===== src/rtl/frame_tracker_fsm.sv =====
// Frame tracker: follows the accepted beats of an Ethernet-over-AXI-Stream
// link, resolves stacked VLAN tags, tracks header/payload phase and reports
// per-frame length and error flags.
//
// Handshake: beat_accept is the already-qualified tvalid && tready of the
// monitored stream. A beat is consumed only in a cycle where beat_accept is
// high. The tracker never back-pressures, and it ignores tdata/tkeep/tlast
// in every other cycle.
module frame_tracker_fsm #(
    parameter int DATA_BYTES      = 1,
    parameter int MAX_VLAN_TAGS   = 2,
    parameter int MIN_FRAME_BYTES = 60,
    parameter int MAX_FRAME_BYTES = 1522,
    parameter int CNT_W           = $clog2(MAX_FRAME_BYTES + DATA_BYTES + 1)
) (
    input  logic                    clk,
    input  logic                    rst,
    input  logic                    beat_accept,
    input  logic [8*DATA_BYTES-1:0] tdata,
    input  logic [DATA_BYTES-1:0]   tkeep,
    input  logic                    tlast,
    output logic                    frame_start,
    output logic                    in_header,
    output logic                    in_payload,
    output logic                    header_done,
    output logic [4:0]              hdr_len,
    output logic [1:0]              vlan_tags,
    output logic [CNT_W-1:0]        frame_len,
    output logic                    frame_end,
    output logic                    err_runt,
    output logic                    err_oversize,
    output logic                    err_truncated,
    output logic [2:0]              state_dbg
);

    typedef enum logic [2:0] {
        IDLE    = 3'd0,
        HEADER  = 3'd1,
        PAYLOAD = 3'd2,
        DISCARD = 3'd3,
        END     = 3'd4
    } state_t;

    // At least one TPID slot is kept so the arrays stay legal when tags are disabled.
    localparam int TAG_SLOTS = (MAX_VLAN_TAGS > 0) ? MAX_VLAN_TAGS : 1;
    localparam int SUM_W     = CNT_W + 1;
    localparam logic [SUM_W-1:0] CNT_SAT = {1'b0, {CNT_W{1'b1}}};
    localparam logic [CNT_W-1:0] MIN_LEN = CNT_W'(MIN_FRAME_BYTES);
    localparam logic [CNT_W-1:0] MAX_LEN = CNT_W'(MAX_FRAME_BYTES);

    state_t           state;
    logic [CNT_W-1:0] byte_count;
    // TPID bytes seen so far, so a field split across beats can still be resolved.
    logic [7:0]       tpid_hi_q [TAG_SLOTS];
    logic [7:0]       tpid_lo_q [TAG_SLOTS];

    logic             starting;
    logic [CNT_W-1:0] base_count;
    logic [SUM_W-1:0] sum_count;
    logic [CNT_W-1:0] new_count;
    logic [7:0]       tpid_hi_d [TAG_SLOTS];
    logic [7:0]       tpid_lo_d [TAG_SLOTS];
    logic [1:0]       tags_next;
    logic [4:0]       hdr_len_next;
    logic             hdr_complete;
    logic             runt_now;
    logic             over_now;

    function automatic logic [SUM_W-1:0] keep_count(input logic [DATA_BYTES-1:0] keep);
        logic [SUM_W-1:0] n;
        n = '0;
        for (int i = 0; i < DATA_BYTES; i++) n = n + SUM_W'(keep[i]);
        return n;
    endfunction

    function automatic logic is_tpid(input logic [7:0] hi, input logic [7:0] lo);
        return ({hi, lo} == 16'h8100) || ({hi, lo} == 16'h88A8);
    endfunction

    // A beat taken in IDLE or END opens a new frame. It is held low during reset.
    assign starting    = beat_accept && !rst && ((state == IDLE) || (state == END));
    assign frame_start = starting;
    assign in_header   = (state == HEADER);
    assign in_payload  = (state == PAYLOAD) || (state == DISCARD);
    assign state_dbg   = state;

    // Per-beat byte accounting and header resolution for the beat on the bus.
    always_comb begin
        base_count = starting ? '0 : byte_count;
        sum_count  = {1'b0, base_count} + keep_count(tkeep);
        new_count  = (sum_count > CNT_SAT) ? CNT_SAT[CNT_W-1:0] : sum_count[CNT_W-1:0];
        runt_now   = new_count < MIN_LEN;
        over_now   = new_count > MAX_LEN;

        // Merge the TPID bytes from this beat into the ones already captured.
        for (int k = 0; k < TAG_SLOTS; k++) begin
            tpid_hi_d[k] = starting ? 8'h00 : tpid_hi_q[k];
            tpid_lo_d[k] = starting ? 8'h00 : tpid_lo_q[k];
            for (int i = 0; i < DATA_BYTES; i++) begin
                if (tkeep[i] && (base_count + CNT_W'(i) == CNT_W'(12 + 4 * k)))
                    tpid_hi_d[k] = tdata[8*i +: 8];
                if (tkeep[i] && (base_count + CNT_W'(i) == CNT_W'(13 + 4 * k)))
                    tpid_lo_d[k] = tdata[8*i +: 8];
            end
        end

        // Tag k counts only once its TPID is fully received and tag k-1 was found.
        tags_next = starting ? 2'd0 : vlan_tags;
        for (int k = 0; k < MAX_VLAN_TAGS; k++) begin
            if ((tags_next == 2'(k)) && (new_count > CNT_W'(13 + 4 * k)) &&
                is_tpid(tpid_hi_d[k], tpid_lo_d[k]))
                tags_next = 2'(k + 1);
        end

        // Once the count covers the resolved length, the field at hdr_len-2 has
        // already been judged non-TPID, or the tag limit was reached.
        hdr_len_next = 5'd14 + {1'b0, tags_next, 2'b00};
        hdr_complete = new_count >= CNT_W'(hdr_len_next);
    end

    // Frame phase, byte counter, TPID capture and registered status outputs.
    always_ff @(posedge clk or posedge rst) begin
        if (rst) begin
            state         <= IDLE;
            byte_count    <= '0;
            header_done   <= 1'b0;
            hdr_len       <= 5'd14;
            vlan_tags     <= 2'd0;
            frame_len     <= '0;
            frame_end     <= 1'b0;
            err_runt      <= 1'b0;
            err_oversize  <= 1'b0;
            err_truncated <= 1'b0;
            for (int k = 0; k < TAG_SLOTS; k++) begin
                tpid_hi_q[k] <= 8'h00;
                tpid_lo_q[k] <= 8'h00;
            end
        end else begin
            header_done <= 1'b0;
            frame_end   <= 1'b0;
            if (state == END) state <= IDLE;
            if (beat_accept) begin
                byte_count <= new_count;
                case (state)
                    IDLE, END, HEADER: begin
                        if (starting) begin
                            err_runt      <= 1'b0;
                            err_oversize  <= 1'b0;
                            err_truncated <= 1'b0;
                        end
                        for (int k = 0; k < TAG_SLOTS; k++) begin
                            tpid_hi_q[k] <= tpid_hi_d[k];
                            tpid_lo_q[k] <= tpid_lo_d[k];
                        end
                        vlan_tags <= tags_next;
                        hdr_len   <= hdr_len_next;
                        if (hdr_complete) header_done <= 1'b1;
                        if (tlast) begin
                            state         <= END;
                            frame_end     <= 1'b1;
                            frame_len     <= new_count;
                            err_runt      <= runt_now;
                            err_oversize  <= over_now;
                            err_truncated <= !hdr_complete;
                        end else begin
                            state <= hdr_complete ? PAYLOAD : HEADER;
                        end
                    end
                    PAYLOAD, DISCARD: begin
                        if (tlast) begin
                            state        <= END;
                            frame_end    <= 1'b1;
                            frame_len    <= new_count;
                            err_runt     <= runt_now;
                            err_oversize <= over_now;
                        end else if (over_now) begin
                            state        <= DISCARD;
                            err_oversize <= 1'b1;
                        end
                    end
                    default: state <= IDLE;
                endcase
            end
        end
    end

endmodule


===== config.mk =====
export PLATFORM = sky130hd
export DESIGN_NAME = frame_tracker_fsm
export DESIGN_NICKNAME = d
export VERILOG_FILES = /design/src/rtl/frame_tracker_fsm.sv
export SDC_FILE = /design/constraint.sdc
export NUM_CORES = 1
export LEC_CHECK = 0
export BUFFER_PORTS_ARGS = -buffer_cell sky130_fd_sc_hd__buf_2
export CAP_MARGIN = 20
export CORE_UTILIZATION = 60
export DETAILED_ROUTE_END_ITERATION = 12
export GPL_TIMING_DRIVEN = 0
export PLACE_DENSITY = 0.86
export SLEW_MARGIN = 20
export SYNTH_ARGS = -nofsm -noshare
export SYNTH_HDL_FRONTEND = slang
export SYNTH_SLANG_ARGS = --single-unit

===== constraint.sdc =====
create_clock -name clk -period 13 [get_ports clk]
set_input_delay 1.95 -clock clk [delete_from_list [all_inputs] [get_ports clk]]
set_output_delay 1.95 -clock clk [all_outputs]
set_load 0.005 [all_outputs]

==> metrics.md <==
| Metric | Value |
|---|---|
| Compound-gate portion of the synthesized area | `about a fifth` |
| Post-Route WL | `about 10 mm` |
| Syn Area/Cell | `roughly 9.5 sq um` |
| Diode count | `0` |
| Tmin final | `roughly 7.3 ns` |
| Ys async rst share | `between 90% and 100%` |
| Antenna viol nets, final | `0` |
| Row count | `29` |
| Fraction of the mapped netlist area in adder cells | `2.22%` |
| CORE AREA | `between 0.006 and 0.007 sq mm` |
| Synth cell types | `76` |
| Crit path required time | `13.29 ns` |
| CTS resizes | `0` |
| Layout net count | `484` |
| Post-synthesis sequential element count | `between 60 and 70` |
| Initial Util | `approximately 62%` |
| Gr ovfl total | `0` |
| Post-CTS Setup Inserts | `0` |
| Status | `finished, final reports clean` |
| GPL Wtd Cong | `a little over 0.9` |
| Seq/Total Area, Yosys | `between 40% and 50%` |
| Residual DRC count | `0` |
| Largest net degree at the start of global routing | `45` |
| Share of post-route cells with drive strength above 1 | `a little under a quarter` |
| CTS Buf Count | `9` |
| Final worst slack | `between 5 and 6 ns` |
| CP Capture Type | `flop` |
| Synth Net Count | `434` |
| Yosys warning count | `0` |
| Clock Skew | `about 0.011 ns` |
| CP Buf/Inv Count | `7` |
| Max IR drop VDD | `0.111 mV` |
| Reg-to-reg critical path startpoint | `state_dbg[0]` |
| Slew HR | `about a third` |
| Buffers on Ports | `38` |
| Final Max Slew Viols | `0` |
| Mux share of post-synthesis cell area | `6.06%` |
| Global-route wire length before repair | `approximately 17 mm` |
| Finish-stage setup viols | `0` |
| Cts hold-fix bufs | `0` |
| Die area | `roughly 0.0069 sq mm` |
| Pre-Repair DR Iteration Count | `5` |
| Overall routing resource usage | `a little under a third` |
| Root Buffer | `clkbuf_8` |
| Worst-path clk slew | `around 0.080 ns` |
| Worst R2R End | `state_dbg[0]` |
| Vias post-DR | `about 3.6k` |
| Leakage power | `about 2.1 nW` |
| CP top delay family | `compound AO/OA/AOI/OAI gates` |
| Die Span X | `just over 80 um` |
| Worst path arrival time | `between 7 and 8 ns` |
| RSZ-0062 raised after global routing | `false` |
| Htree depth | `3` |
| Clock Path Buffers | `2` |
| XOR/XNOR share of the synthesized area | `~1.3%` |
| Slowest stage delay, CP | `~0.55 ns` |
| Initial antenna violation count | `0` |
| Die Ht | `between 80 and 90 um` |
| Fin. Hold Viols | `0` |
| TNS Setup | `0 ns` |
| Min-Delay Path Class | `flop to flop` |
| Post-Route Utilization | `a little over two thirds` |
| Reg2reg setup slack | `6.89 ns` |
| DRT iter0 DRCs | `between 200 and 300` |
| Setup CP Type | `input pin to flop` |
| Syn-to-layout area delta | `13.2%` |
| Worst-path fanout max | `10` |
| Hold slack | `~0.48 ns` |
| F_max | `between 0.1 and 0.15 GHz` |
| Post-Place Worst Slack | `5.52 ns` |
| Synth Instances | `414` |
| Synth Flop Type | `dfrtp_1` |
| Pwr Density | `159 mW/mm^2` |
| Number of synthesized flops with an enable pin | `0` |
| Synth Area in Simple Gates | `between 20% and 30%` |
| Crit path launch type | `input pin` |
| Synth Cell Area | `0.00394 sq mm` |
| Worst-Skew Late Latency | `~0.37 ns` |
| DPL Wire Length | `7.36 mm` |
| Clock Sinks | `67` |
| CP most frequent cell | `buf_2` |
| Routed wire length per instance | `approximately 19 um` |
| Ports | `42` |
| Via density | `approximately 6.5` |
| Actual slew at the worst max-slew pin | `0.993 ns` |
| Setup crit end | `state_dbg[0]` |
| Vias in the first global route | `~3.5k` |
| Largest family of logic cells by synthesized area | `simple AND/OR/NAND/NOR gates` |
| Critical Path Source | `rst` |
| Max-Cap Viols | `0` |
| Reg2Reg Depth | `28` |
| Logic depth of the worst setup path including buffers | `29` |
| Hold Startpoint | `tpid_lo_q[3]` |
| Final worst-path cycle share | `55.9%` |
| CP max-delay cell | `a2111oi_1` |
| TritonCTS clock tree | `done` |
==> layout by cell type (no fill, tap or decap), drive strengths merged, types with 3 or more instances in the layout <==
master	n
mux2	15
ha	7
or4	3
clkbuf	21
xnor2	4
nor3	12
or3	3
nor4	7
nor2	18
nand3	12
o31ai	6
nor3b	4
and3	4
inv	15
o21ai	37
clkinv	3
nand2b	3
buf	56
nand4	8
a22o	20
or4b	3
mux2i	7
a211oi	5
a31oi	8
and4	3
a21oi	15
nor4b	3
dfrtp	65
nand2	58
==> worst reg2reg max path, delay by kind of cell (launching register included) <==
family	cells	cell delay (ns)
compound gates	11	2.56
xor+xnor	1	0.10
fa+ha+maj	3	0.64
buf+inv	6	1.12
flops	1	0.46
simple gates	7	1.13
==> state kept, by name (all words and copies together), names as in the netlist <==
signal	count
byte_count	11
err_oversize	1
err_runt	1
err_truncated	1
frame_end	1
frame_len	11
hdr_len	3
header_done	1
state_dbg	3
tpid_hi_q	16
tpid_lo_q	16
vlan_tags	2
==> logic make-up after synthesis <==
family | count (synthesis)
DFF | 67
muxes | 22
other | 2
and+or+nand+nor | 153
xor gates and xnor gates | 6
buffers and inverters | 42
AOI/OAI and AO/OA | 115
adders and majority gates | 7
==> report_power, final <==
part	internal (mW)	switching, mW	leakage (nW)
Combinational	0.0974	0.151	1.08
Sequential	0.249	0.0304	0.903
Clock	0.0953	0.0886	0.103
Total	0.441	0.270	2.09
==> layout make-up <==
class	count	area [sq um]
timing repair buffer	39	210
inverter	14	62.6
sequential	67	1680
clock buffer	10	138
buffer	28	164
clock inverter	6	72.6
fill	486	1890
tap	77	96.3
multi-input combinational	305	2040
==> cells in the mapped netlist (4+ instances only) <==
master    number  area share (%)
nor3_1        10             1.3
nand4_1        8             1.3
buf_4          5            0.95
o31ai_1        6             1.1
nand3_1       12             1.5
dfrtp_1       65              41
a21oi_1       15             1.9
a211oi_1       5            0.95
nand2_1       58             5.5
o21ai_1        5            0.63
nor4_1         7             1.1
xnor2_1        4            0.89
a31oi_1        8             1.3
a22o_1        20             4.4
nor2_1        18             1.7
o21ai_0       31             3.9
mux2_2        15             4.3
clkbuf_1      10            0.95
mux2i_1        7             1.8
buf_2          6            0.76
inv_1         12             1.1
ha_1           7             2.2
nor3b_1        4            0.76
==> per-layer routing <==
layer  GRT usage, %  part of all wire [%]
met4           16.0                   3.4
met3           7.26                   8.3
met2           49.3                    48
met5              0                     0
met1           39.2                    41
==> per-stage QoR <==
stage	cell area [sq um]	std cells	power [mW]
floorplan	3940	414	0.447
global placement	4230	529	0.514
detailed placement	4250	530	0.524
CTS	4460	546	0.707
global route	4460	546	0.750
finish	4460	546	0.712
==> worst min path at each step <==
stage	to	cells past startpoint	slack, ns
after detailed placement	tpid_lo_q[3]	2	0.46
after floorplan	tpid_hi_q[7]	2	0.44
final	tpid_lo_q[3]	2	0.48
after global routing	tpid_lo_q[7]	2	0.50
after global placement	tpid_hi_q[7]	2	0.45
after CTS	tpid_lo_q[7]	2	0.48
Note: power is estimated with default switching activity, not from simulation.
